==> config.mk <==
export PLATFORM = sky130hd
export DESIGN_NAME = score4_turn_ctrl
export DESIGN_NICKNAME = d
export VERILOG_FILES = /design/src/rtl/score4_pkg.sv /design/src/rtl/score4_turn_ctrl_free_row.sv /design/src/rtl/score4_turn_ctrl.sv
export SDC_FILE = /design/constraint.sdc
export NUM_CORES = 1
export LEC_CHECK = 0
export CAP_MARGIN = 20
export CORE_MARGIN = 2
export CORE_UTILIZATION = 40
export CTS_BUF_LIST = sky130_fd_sc_hd__clkbuf_8
export DETAILED_ROUTE_END_ITERATION = 8
export GPL_TIMING_DRIVEN = 0
export PLACE_DENSITY = 0.71
export SYNTH_ARGS = -nofsm -noshare
export SYNTH_HDL_FRONTEND = slang
export SYNTH_HIERARCHICAL = 1
export SYNTH_SLANG_ARGS = --single-unit
==> constraint.sdc <==
create_clock -name clk -period 3.3 [get_ports clk]
set_clock_uncertainty 0.15 [all_clocks]
set_input_delay 0.33 -clock clk [delete_from_list [all_inputs] [get_ports clk]]
set_output_delay 0.33 -clock clk [all_outputs]
set_load 0.01 [all_outputs]
==> src/rtl/score4_pkg.sv <==
// Shared types and constants for the Score 4 game core: board geometry,
// cell codes, board storage type and the turn sequencer state encoding.
package score4_pkg;

  localparam int COLS = 7;
  localparam int ROWS = 6;

  localparam logic [1:0] EMPTY = 2'b00;
  localparam logic [1:0] P1    = 2'b01;
  localparam logic [1:0] P2    = 2'b10;

  localparam logic [COLS-1:0] PLAY_RESET = 7'b0001000;

  // panel[col][row]; row 0 is the top of the board
  typedef logic [COLS-1:0][ROWS-1:0][1:0] panel_t;

  typedef enum logic [2:0] {
    ST_IDLE,
    ST_CHECK,
    ST_DROP,
    ST_COMMIT,
    ST_EVAL,
    ST_OVER
  } turn_state_t;

  function automatic logic [2:0] col_index(input logic [COLS-1:0] onehot);
    logic [2:0] idx;
    idx = 3'd0;
    for (int c = 0; c < COLS; c++) begin
      if (onehot[c]) idx = 3'(c);
    end
    return idx;
  endfunction

  function automatic logic [1:0] player_code(input logic turn);
    return turn ? P2 : P1;
  endfunction

endpackage

==> src/rtl/score4_turn_ctrl_free_row.sv <==
// Landing-row finder: lowest empty cell (largest row index) of the column
// selected by the one-hot cursor; valid drops low when the column is full.
module free_row
  import score4_pkg::*;
(
  input  panel_t            panel,
  input  logic [COLS-1:0]   play,
  output logic [2:0]        free,
  output logic              valid
);

  logic [ROWS-1:0][1:0] col_cells;

  always_comb begin
    col_cells = '0;
    // one-hot select done as an OR-mux
    for (int c = 0; c < COLS; c++) begin
      if (play[c]) col_cells = col_cells | panel[c];
    end
  end

  always_comb begin
    free  = 3'd0;
    valid = 1'b0;
    for (int r = 0; r < ROWS; r++) begin
      if (col_cells[r] == EMPTY) begin
        free  = 3'(r);
        valid = 1'b1;
      end
    end
  end

endmodule

==> src/rtl/score4_turn_ctrl.sv <==
// Turn sequencer: owns the board, cursor and turn; animates each drop,
// commits the disc and samples the external win checker to end the game.
//
// state  | meaning
// IDLE   | waiting for cursor moves or a put
// CHECK  | latch landing row from free_row, reject full columns
// DROP   | falling-disc animation, DROP_TICKS cycles per row
// COMMIT | write the disc into the board, count the move
// EVAL   | sample win, detect a full board, hand over the turn
// OVER   | game finished, only new_game is honoured
module score4_turn_ctrl
  import score4_pkg::*;
#(
  parameter int DROP_TICKS = 4,
  parameter int MAX_MOVES  = 42
) (
  input  logic              clk,
  input  logic              rst,
  input  logic              left,
  input  logic              right,
  input  logic              put,
  input  logic              new_game,
  input  logic              win,
  output panel_t            panel,
  output logic [COLS-1:0]   play,
  output logic              turn,
  output logic              dropping,
  output logic [2:0]        anim_row,
  output logic              invalid,
  output logic              game_over,
  output logic [1:0]        winner,
  output logic              draw
);

  localparam int TW = (DROP_TICKS > 1) ? $clog2(DROP_TICKS) : 1;
  localparam logic [TW-1:0] TICK_LAST = TW'(DROP_TICKS - 1);
  localparam logic [5:0]    MOVES_FULL = 6'(MAX_MOVES);

  turn_state_t       state_q, state_d;
  panel_t            panel_q, panel_d;
  logic [COLS-1:0]   play_q, play_d;
  logic              turn_q, turn_d;
  logic [5:0]        moves_q, moves_d;
  logic [2:0]        anim_row_q, anim_row_d;
  logic [TW-1:0]     tick_q, tick_d;
  logic [2:0]        tgt_row_q, tgt_row_d;
  logic              tgt_ok_q, tgt_ok_d;
  logic              invalid_q, invalid_d;
  logic [1:0]        winner_q, winner_d;
  logic              draw_q, draw_d;

  logic [2:0]        fr_free;
  logic              fr_valid;
  logic [2:0]        col_idx;

  free_row u_free_row (
    .panel (panel_q),
    .play  (play_q),
    .free  (fr_free),
    .valid (fr_valid)
  );

  // play_q only changes in IDLE, so it still names the target column later
  assign col_idx = col_index(play_q);

  always_comb begin
    state_d    = state_q;
    panel_d    = panel_q;
    play_d     = play_q;
    turn_d     = turn_q;
    moves_d    = moves_q;
    anim_row_d = anim_row_q;
    tick_d     = tick_q;
    tgt_row_d  = tgt_row_q;
    tgt_ok_d   = tgt_ok_q;
    invalid_d  = 1'b0;
    winner_d   = winner_q;
    draw_d     = draw_q;

    if (new_game) begin
      state_d    = ST_IDLE;
      panel_d    = '0;
      play_d     = PLAY_RESET;
      turn_d     = 1'b0;
      moves_d    = 6'd0;
      anim_row_d = 3'd0;
      tick_d     = '0;
      tgt_row_d  = 3'd0;
      tgt_ok_d   = 1'b0;
      winner_d   = EMPTY;
      draw_d     = 1'b0;
    end else begin
      case (state_q)
        ST_IDLE: begin
          if (put) begin
            state_d = ST_CHECK;
          end else if (left && !right) begin
            play_d = {play_q[0], play_q[COLS-1:1]};
          end else if (right && !left) begin
            play_d = {play_q[COLS-2:0], play_q[COLS-1]};
          end
        end

        ST_CHECK: begin
          tgt_row_d = fr_free;
          tgt_ok_d  = fr_valid;
          if (!fr_valid) begin
            invalid_d = 1'b1;
            state_d   = ST_IDLE;
          end else begin
            anim_row_d = 3'd0;
            tick_d     = '0;
            state_d    = ST_DROP;
          end
        end

        ST_DROP: begin
          if (tick_q == TICK_LAST) begin
            tick_d = '0;
            if (anim_row_q == tgt_row_q) state_d = ST_COMMIT;
            else anim_row_d = anim_row_q + 3'd1;
          end else begin
            tick_d = tick_q + TW'(1);
          end
        end

        ST_COMMIT: begin
          panel_d[col_idx][tgt_row_q] = player_code(turn_q);
          moves_d = moves_q + 6'd1;
          state_d = ST_EVAL;
        end

        ST_EVAL: begin
          if (win) begin
            winner_d = player_code(turn_q);
            state_d  = ST_OVER;
          end else if (moves_q == MOVES_FULL) begin
            draw_d  = 1'b1;
            state_d = ST_OVER;
          end else begin
            turn_d  = ~turn_q;
            state_d = ST_IDLE;
          end
        end

        ST_OVER: ;

        default: state_d = ST_IDLE;
      endcase
    end
  end

  always_ff @(posedge clk) begin
    if (rst) begin
      state_q    <= ST_IDLE;
      panel_q    <= '0;
      play_q     <= PLAY_RESET;
      turn_q     <= 1'b0;
      moves_q    <= 6'd0;
      anim_row_q <= 3'd0;
      tick_q     <= '0;
      tgt_row_q  <= 3'd0;
      tgt_ok_q   <= 1'b0;
      invalid_q  <= 1'b0;
      winner_q   <= EMPTY;
      draw_q     <= 1'b0;
    end else begin
      state_q    <= state_d;
      panel_q    <= panel_d;
      play_q     <= play_d;
      turn_q     <= turn_d;
      moves_q    <= moves_d;
      anim_row_q <= anim_row_d;
      tick_q     <= tick_d;
      tgt_row_q  <= tgt_row_d;
      tgt_ok_q   <= tgt_ok_d;
      invalid_q  <= invalid_d;
      winner_q   <= winner_d;
      draw_q     <= draw_d;
    end
  end

  assign panel     = panel_q;
  assign play      = play_q;
  assign turn      = turn_q;
  assign dropping  = (state_q == ST_DROP);
  assign anim_row  = anim_row_q;
  assign invalid   = invalid_q;
  assign game_over = (state_q == ST_OVER);
  assign winner    = winner_q;
  assign draw      = draw_q;

endmodule

* Word-level counts from Yosys, hierarchy flattened
Cells that the tools add are included.
** Storage, ports and cells
- Bits in registers :: 113
- Input bits :: 7
- Output and inout bits :: 101
- Logic and storage cells :: 155
** Cells by class
- Add/subtract/negate cells :: 3
- $lt $le $gt $ge :: 4
- Equal/unequal tests :: 13
- Multiplexer cells :: 47
- Bitwise operators :: 12
- Reduce and logical (&&, ||, !) cells :: 24
** Operators with widths (count)
- 2-to-1 mux 12 bit :: 8
- bitwise mux 84 bit :: 1
- OR 12 bit :: 6
- 2-to-1 mux 3 bit :: 15
- demux 12 bit (select 3 bit) :: 1
- one-hot mux 3 bit (6 select lines) :: 1
- 2-to-1 mux 2 bit :: 7
- 2-to-1 mux 7 bit :: 2
- zero test 2 bit :: 6
- 2-to-1 mux 1 bit :: 9
- AND reduction 3 bit :: 3
- < comparator 3 x 4 -> 1 bit (second input constant) :: 2
- AND reduction 4 bit :: 2
- adder 6 x 1 -> 6 bit (second input constant) :: 1
- demux 2 bit (select 3 bit) :: 1
- equality test 3 x 2 -> 1 bit (second input constant) :: 2
- equality test 3 bit (second input constant) :: 2
- equality test 6 bit (second input constant) :: 1
- >= comparator 3 x 1 -> 1 bit (second input constant) :: 2
- inequality test 2 bit (second input constant) :: 3
- inverter 1 bit :: 6
- one-hot mux 3 bit (2 select lines) :: 1
- logical AND 1 bit :: 4
- inequality test 2 x 1 -> 1 bit (second input constant) :: 2
- 12 further kinds :: 15

* Depth between registers and ports, before layout
Gate-level depths: netlist of run 1.
- Word-level depth :: 22
- Mapped depth :: 9
- Gate-level depth less buffers :: 9

* Cells and area by module
The synthesis of run 1 kept the hierarchy.
** Modules (own cells, without submodules)
- score4_turn_ctrl :: times used 1, cells each 490, area each 4629.4 um2, sequential area each 2262.2 um2
- free_row :: times used 1, cells each 65, area each 346.6 um2, sequential area each 0.0 um2

* Worst setup path after synthesis of run 1
OpenSTA, ideal clock, no wires.
- Path type :: reg-to-reg
- Start point :: reg play_q[2] (netlist: play[2])
- End point :: reg anim_row_q[1] (netlist: anim_row[1])
- Library setup time :: 0.124 ns
- Data arrival time :: 2.417 ns
- Required time :: 3.026 ns
- Setup slack :: 0.608 ns
- Cell stages (with the launch flop) :: 10
- Buffers on the path :: 0
- Clock period less this slack :: 2.692 ns
- Cells stage by stage :: dfxtp_1 -> o21ai_0 -> nand3_1 -> nor2_1 -> or2_4 -> or4b_1 -> and4bb_2 -> nor4_2 -> nor3_1 -> mux2i_1
** On the way
- Cells in the longest elaborated chain, start to end :: 18
- Elaborated cells on any way between the ends :: 23
- Those cells by class :: 1 x eq/ne; 11 x mux; 4 x bitwise; 7 x reduce/logical
** Ends and longest elaborated chain
- start, declared :: RTL line score4_turn_ctrl.sv:41 : logic [COLS-1:0] play_q, play_d;
- start signal, assigned :: RTL line score4_turn_ctrl.sv:170 : play_q <= play_d;
- 2-to-1 mux 12 bit (*) :: RTL line score4_turn_ctrl_free_row.sv:18 : if (play[c]) col_cells = col_cells | panel[c];
- OR 12 bit :: RTL line score4_turn_ctrl_free_row.sv:18
- 2-to-1 mux 12 bit (*) :: RTL line score4_turn_ctrl_free_row.sv:18
- OR 12 bit :: RTL line score4_turn_ctrl_free_row.sv:18
- 2-to-1 mux 12 bit (*) :: RTL line score4_turn_ctrl_free_row.sv:18
- OR 12 bit :: RTL line score4_turn_ctrl_free_row.sv:18
- 2-to-1 mux 12 bit (*) :: RTL line score4_turn_ctrl_free_row.sv:18
- OR 12 bit :: RTL line score4_turn_ctrl_free_row.sv:18
- 2-to-1 mux 12 bit (*) :: RTL line score4_turn_ctrl_free_row.sv:18
- zero test 2 bit :: RTL line score4_turn_ctrl_free_row.sv:26 : if (col_cells[r] == EMPTY) begin
- 2-to-1 mux 1 bit (5 in a row) :: RTL line score4_turn_ctrl_free_row.sv:26
- 2-to-1 mux 1 bit (*) :: RTL line score4_turn_ctrl_free_row.sv:26
- named net fr_valid :: RTL line score4_turn_ctrl.sv:53 : logic fr_valid;
- inequality test 2 bit (no source line) (*)
- AND reduction 4 bit (no source line) (*)
- end signal, assigned :: RTL line score4_turn_ctrl.sv:173 : anim_row_q <= anim_row_d;
- end, declared :: RTL line score4_turn_ctrl.sv:44 : logic [2:0] anim_row_q, anim_row_d;
Mark *: on every way through the listed nets, which the timed path passes. The rest lies on a longest branch.
A chain may end at the register's enable or synchronous reset.

* Worst setup path in the final report of run 1
- Start point :: reg play_q[6] (netlist: play[6])
- End point :: reg anim_row_q[1] (netlist: anim_row[1])
** On the way
- Cells in the longest elaborated chain, start to end :: 10
- Elaborated cells on any way between the ends :: 15
- Those cells by class :: 1 x eq/ne; 7 x mux; 7 x reduce/logical
** Ends and longest elaborated chain (RTL line)
- 2-to-1 mux 12 bit (*) :: score4_turn_ctrl_free_row.sv:18
- zero test 2 bit :: score4_turn_ctrl_free_row.sv:26
- 2-to-1 mux 1 bit (5 in a row) :: score4_turn_ctrl_free_row.sv:26
- 2-to-1 mux 1 bit (*) :: score4_turn_ctrl_free_row.sv:26
- named net fr_valid :: score4_turn_ctrl.sv:53
- inequality test 2 bit (no source line) (*)
- AND reduction 4 bit (no source line) (*)
Marked as above.

==> results.md, run 1 <==
- Cell count after placement: 830
- Dpl ws: -0.00988 ns
- Final GP Congestion: 0.865
- Most frequent cells in the layout: 108 x dfxtp_1, 107 x clkdlybuf4s50_1, 101 x nand2_1
- RSZ-0062 raised after global routing: false
- Antenna fix cells: 0
- Commonest non-fill, non-tap cell in the layout: dfxtp_1
- Crit end category: register
- Synth-to-Final Area Change: 33.8%
- Post-synthesis net count: 567
- Final Hold Fails: 0
- Slew headroom: 45.7%
- Worst Setup Slack, final: approximately 0.11 ns
- Crit path buffers/inverters: 0
- Startpoint types: register
- Worst Path Arrival: approximately 3.4 ns
- CP Launch Point: play[6]$_SDFFE_PP0P_
- # nets final: around 690
- PwrDens: between 400 and 500 nW/um2
- Top delay family on crit path: simple AND/OR/NAND/NOR gates
- GR Util met2: 38.2%
- Post-layout min period: 3.19 ns
- Design Area, Final: 6660 um2
- Setup CP Type: reg -> reg
- Post-synth ARST share: 0%
- Tot Pwr: 2.81 mW
- Hold path startpoint: panel[74]$_SDFFE_PP0P_
- Fillers: 1,078
- Vias per cell: 5.43
- Hold slack: 0.326 ns
- Crit-path max FO: 12
- Layout cells sized above 1: 8.36%
- Drt total wl: 15.9 mm
- Max Freq: ~0.31 GHz
- Die Ht: 116 um
- Root buf cell: clkbuf_8
- Worst r2r path cells: 9
- Register bit total from synthesis: 113
- Cells along the critical path: o21ai_1 > nand4_1 > nor2_1 > or2_4 > or4b_1 > and4bb_2 > nor4_2 > nor3_1 > mux2i_1
- Clk pin slew, worst setup/hold paths: 0.07 ns
- Met3 Use GR: 6.07%
- CTS tree: yes
- Slowest stage cell, crit path: dfxtp_1
- Post-synthesis area per instance: 8.97 um2
- Peak supply drop: 0.193 mV
- Drt initial violations: 347
- Initial antenna violation count: 0
- Routed via count: 4,678
- Critical Path Max Stage Delay: 0.64 ns
- Fin cells: 862
- Netlist cell types: 47
- Cells after Synth: 555
- H-tree lvl count: 4
- Worst setup path endpoint: anim_row[1]$_SDFFE_PP0P_
- Hold crit path type: reg -> reg
- Leakage: 2.72 nW
- Clk Latency, worst-skew pair: roughly 0.45 ns
- PortBufs: 107
- YS warnings: 6
- Final TNS setup: 0 ns
- Sequential area share after synthesis: a little under half
- R2R setup slack: ~0.11 ns
- Max-Cap Viols: 0
- WP data required: 3.47 ns
- Placement Rows: 40
- M1 GR Usage: 31.7%
- Vias in the first global route: 4,585
- Final setup vio count: 0
- Synth Flop Type: dfxtp_1
- HPWL after detailed placement: 11.4 mm
- Busiest grt layer: met2
- # resized after CTS: 1
- RR Startpoint: play[6]$_SDFFE_PP0P_
- Largest net degree at the start of global routing: 17
- Final Core Density: around 55%
- Grt ovf: 0
- Post-Syn Area: 4980 um2
- CTS Buf Count: 17
- Number of iterations in the first detailed-routing pass: 5
- Final period utilization: 96.6%
- Tot GR Track Use: 24.0%
- CTS sink cnt: 113
- Ports: 108
- Status: complete, no violations
- Average wire per standard cell: 18.4 um
- Crit Reg-Reg Endpoint: anim_row[1]$_SDFFE_PP0P_
- Die width: 116 um
- First-pass GRT wire length: 24.2 mm
- Post-CTS Hold Fix Bufs: 0
- Critical Path Stages: 9
- Longest Clk Path Bufs: 2
- Pins Over Slew Limit: 0
- DR DRC count: 0
- Core ar.: 12,100 um2
- DP Area: between 6000 and 7000 um2
- Initial Util: 41.3%
- Worst slew pin tran: 0.812 ns
- ANT nets after route: 0
- Die area: 13,300 um2
- Post-CTS Setup Bufs: 0
- Number of synthesized flops with an enable pin: 0
cells in the mapped netlist (all sizes together) (3+ instances only):
cell / instances / area, um2
nand2: 101 / 379
and2: 4 / 25.0
o21a: 9 / 67.6
and3b: 4 / 35.0
nor2: 35 / 139
a21oi: 18 / 90.1
o21ai: 49 / 249
and3: 12 / 75.1
nand3: 11 / 55.1
a31oi: 3 / 18.8
nor3b: 6 / 50.1
clkbuf: 22 / 82.6
inv: 3 / 11.3
ha: 5 / 62.6
or4: 3 / 26.3
buf: 13 / 80.1
nor2b: 3 / 18.8
dfxtp: 113 / 2260
mux2i: 76 / 761
xor2: 8 / 70.1
a21boi: 8 / 60.1
nand4: 8 / 50.1
nor3: 12 / 60.1
a211oi: 7 / 52.6
flip-flops by register name, indices dropped and copies added (netlist names):
| register | count |
|---|---|
| state_q | 3 |
| draw | 1 |
| turn | 1 |
| panel | 84 |
| invalid | 1 |
| moves_q | 6 |
| winner | 2 |
| play | 7 |
| anim_row | 3 |
| tick_q | 2 |
| tgt_row_q | 3 |
logic make-up after synthesis:
| logic type | share of synthesized area, % |
|---|---|
| AOI/OAI and AO/OA | 11.8 |
| xor gates and xnor gates | 1.58 |
| adders and majority gates | 1.26 |
| buffers and inverters | 3.49 |
| DFF | 45.5 |
| muxes | 15.3 |
| and+or+nand+nor | 21.1 |
cell type report:
cell class	instances	area, um2	area share, %
Multi-Input combinational cell	404	2540	38.1
Sequential cell	113	2270	34.1
Timing Repair Buffer	107	1070	16.1
Clock buffer	17	234	3.51
Tap cell	168	210	3.16
Buffer	35	163	2.44
Clock inverter	15	161	2.42
Inverter	3	11.3	0.169
where the power goes:
group,total [mW],switching [mW],leakage (nW),internal (mW)
Sequential,1.39,0.0180,0.912,1.37
Clock,1.30,0.625,0.189,0.675
Combinational,0.121,0.0785,1.62,0.0422
Total,2.81,0.721,2.72,2.09
layer usage:
| metal | vias up | part of all wire [%] |
|---|---|---|
| met5 | - | 0 |
| met4 | 0 | 1.5 |
| met3 | 21 | 7.6 |
| met2 | 204 | 46 |
| met1 | 2255 | 45 |
| li1 | 2198 | - |
worst min-delay path, delay by kind of cell, from the launching register on:
family | cells | cell delay, ns
simple gates | 1 | 0.05
flops | 1 | 0.32
mux | 1 | 0.06
how the worst min path moves through the flow:
stage                                   to  slack, ns  depth (start not counted)
floorplan           tick_q[1]$_SDFFE_PP0P_       0.32                          2
global placement    panel[67]$_SDFFE_PP0P_       0.31                          2
detailed placement  panel[74]$_SDFFE_PP0P_       0.32                          2
CTS                 panel[74]$_SDFFE_PP0P_       0.33                          2
global route        panel[67]$_SDFFE_PP0P_       0.35                          2
finish              panel[74]$_SDFFE_PP0P_       0.33                          2
Note: power is estimated with default switching activity, not from simulation.
==> inputs of run 2 (changes only) <==
--- a/config.mk
+++ b/config.mk
@@ -6,12 +6,14 @@
 export NUM_CORES = 1
 export LEC_CHECK = 0
 export CAP_MARGIN = 20
+export CELL_PAD_IN_SITES_DETAIL_PLACEMENT = 1
+export CELL_PAD_IN_SITES_GLOBAL_PLACEMENT = 2
 export CORE_MARGIN = 2
-export CORE_UTILIZATION = 40
+export CORE_UTILIZATION = 31
 export CTS_BUF_LIST = sky130_fd_sc_hd__clkbuf_8
 export DETAILED_ROUTE_END_ITERATION = 8
 export GPL_TIMING_DRIVEN = 0
-export PLACE_DENSITY = 0.71
+export PLACE_DENSITY = 0.87
 export SYNTH_ARGS = -nofsm -noshare
 export SYNTH_HDL_FRONTEND = slang
 export SYNTH_HIERARCHICAL = 1
==> constraint.sdc (replaced) <==
create_clock -name clk -period 3.5 [get_ports clk]
set_clock_uncertainty 0.15 [all_clocks]
set_input_delay 0.35 -clock clk [delete_from_list [all_inputs] [get_ports clk]]
set_output_delay 0.35 -clock clk [all_outputs]
set_load 0.01 [all_outputs]
==> run 2 against run 1 <==
Net effect: sequential power fell by 6%; die area is 28% higher; total power decreased by 6.6%; utilization down 13 points; wire length grew 14%; combinational power decreased by 4%; global-route usage decreased by 2.2 points; setup slack gained 0.013 ns; clock-buffer cell count grew 5; critical path depth stayed put; largest cell class unchanged; highest routed layer unchanged.
==> results.md, run 2 (synthesized netlist as in run 1, its figures left out) <==
- Switch share: between 20% and 30%
- Grt ovf: 0
- Leakage: between 2 and 3 nW
- Startpoint types: register
- Longest Clk Path Bufs: 2
- First-pass GRT wire length: between 20 and 30 mm
- Sequential share of power: 49.9%
- Post-layout min period: 3.38 ns
- P_sw: between 600 and 700 uW
- Synth-to-Final Area Change: 34.8%
- CTS sink cnt: around 110
- Max Freq: 0.296 GHz
- Layout cells sized above 1: 7.35%
- H-tree lvl count: 4
- PwrDens: 391 nW/um2
- Vias per cell: around 5.2
- Tot GR Track Use: 21.9%
- Clock group share of total power: between 40% and 50%
- Die Ht: between 100 and 150 um
- Internal power: approximately 2 mW
- Peak supply drop: approximately 0.23 mV
- Post-CTS Setup Bufs: 0
- Max-Cap Viols: 0
- Crit end category: register
- Clk pin slew, worst setup/hold paths: 0.07 ns
- Number of iterations in the first detailed-routing pass: 4
- Final TNS setup: 0 ns
- Final period utilization: a little over nine tenths
- Hold crit path type: reg -> reg
- PortBufs: between 100 and 150
- Clk Latency, worst-skew pair: 0.44 ns
- Routed via count: 4,745
- Crit-path max FO: 14
- Worst Setup Slack, final: 0.124 ns
- Placement Rows: 46
- Commonest non-fill, non-tap cell in the layout: dfxtp_1
- Root buf cell: clkbuf_8
- Hold path startpoint: draw$_SDFFE_PP0P_
- Die area: between 15,000 and 20,000 um2
- Worst Path Arrival: about 3.5 ns
- CTS Buf Count: 17
- Final GP Congestion: 0.810
- Die width: 131 um
- Initial Util: between 30% and 40%
- Final setup vio count: 0
- Combinational Power Share: under 10%
- HPWL after detailed placement: 13.4 mm
- Max reg flops: 84
- RSZ-0062 raised after global routing: false
- Drt initial violations: 255
- Most frequent cells in the layout: 112 x dfxtp_1, 107 x clkdlybuf4s50_1, 101 x nand2_1
- Slew headroom: 38.4%
- DR DRC count: 0
- Vias in the first global route: 5,035
- RR Startpoint: play[2]$_SDFFE_PP0P_
- Final Hold Fails: 0
- Antenna fix cells: 0
- Ports: 108
- ANT nets after route: 0
- Status: complete, no violations
- Setup CP Type: reg -> reg
- Worst slew pin tran: 0.911 ns
- CP Launch Point: play[2]$_SDFFE_PP0P_
- Initial antenna violation count: 0
- Pins Over Slew Limit: 0
- Largest net degree at the start of global routing: 17
- # nets final: 693
- Dpl ws: 0.144 ns
- Core ar.: approximately 16,000 um2
- Drt total wl: 18.1 mm
- Average wire per standard cell: ~20 um
- CTS tree: yes
- WP data required: 3.66 ns
## run 2: routing by layer
| metal | routed length (um) | vias to the layer above | GRT usage (%) | share of wire [%] |
|---|---|---|---|---|
| met1 | 8090 | 2377 | 27.5 | 45 |
| met3 | 886 | 30 | 4.76 | 4.9 |
| met4 | 427 | 0 | 8.07 | 2.4 |
| met2 | 8720 | 140 | 36.9 | 48 |
| li1 | - | 2198 | - | - |
| met5 | 0 | - | 0 | 0 |
## run 2: critical path, cell delays in order (launching register included)
cell      delay [ns]
dfxtp_1         0.76
o21ai_0         0.23
nand3_1         0.16
nor2_1          0.07
or2_4           0.26
or4b_1          0.58
and4bb_2        0.28
nor4_2          0.47
nor3_1          0.14
mux2i_1         0.14
## run 2: layout make-up
class | instances | area (um2)
Clock inverter | 10 | 86.3
Fill cell | 1880 | 9060
Sequential cell | 113 | 2260
Clock buffer | 22 | 303
Multi-Input combinational cell | 404 | 2540
Buffer | 35 | 163
Timing Repair Buffer | 107 | 1070
Inverter | 3 | 11.3
Tap cell | 216 | 270
## run 2: worst paths after layout
path	to	slack, ns	cells after the start
max	anim_row[1]$_SDFFE_PP0P_	0.12	9
min	draw$_SDFFE_PP0P_	0.33	2
max reg2reg	anim_row[1]$_SDFFE_PP0P_	0.12	9
min reg2reg	draw$_SDFFE_PP0P_	0.33	2
## run 2: what timing repair did
item | CTS | global route
hold buffers | 0 | 0
endpoints found under the hold margin | 0 | 0
endpoints found under the setup margin | 0 | 3
resized for setup | 0 | 1
## run 2: power by group through the flow
stage	clock network (mW)	logic (mW)	registers, mW
2_1_floorplan	0	0.0680	1.33
3_3_place_gp	0	0.112	1.34
3_5_place_dp	0	0.115	1.34
4_1_cts	1.22	0.115	1.31
5_1_grt	1.28	0.125	1.31
6_report	1.20	0.116	1.31
## run 2: stage by stage
stage	total power, mW	cell area (um2)	hold slack, ns	cells	utilization [%]
2_1_floorplan	1.40	4980	0.320	555	-
4_1_cts	2.65	6710	0.335	910	42.5
6_report	2.62	6710	0.329	910	42.5
3_5_place_dp	1.45	6320	0.321	878	40.1
3_3_place_gp	1.45	6320	0.313	878	40.1
5_1_grt	2.72	6710	0.360	910	42.5
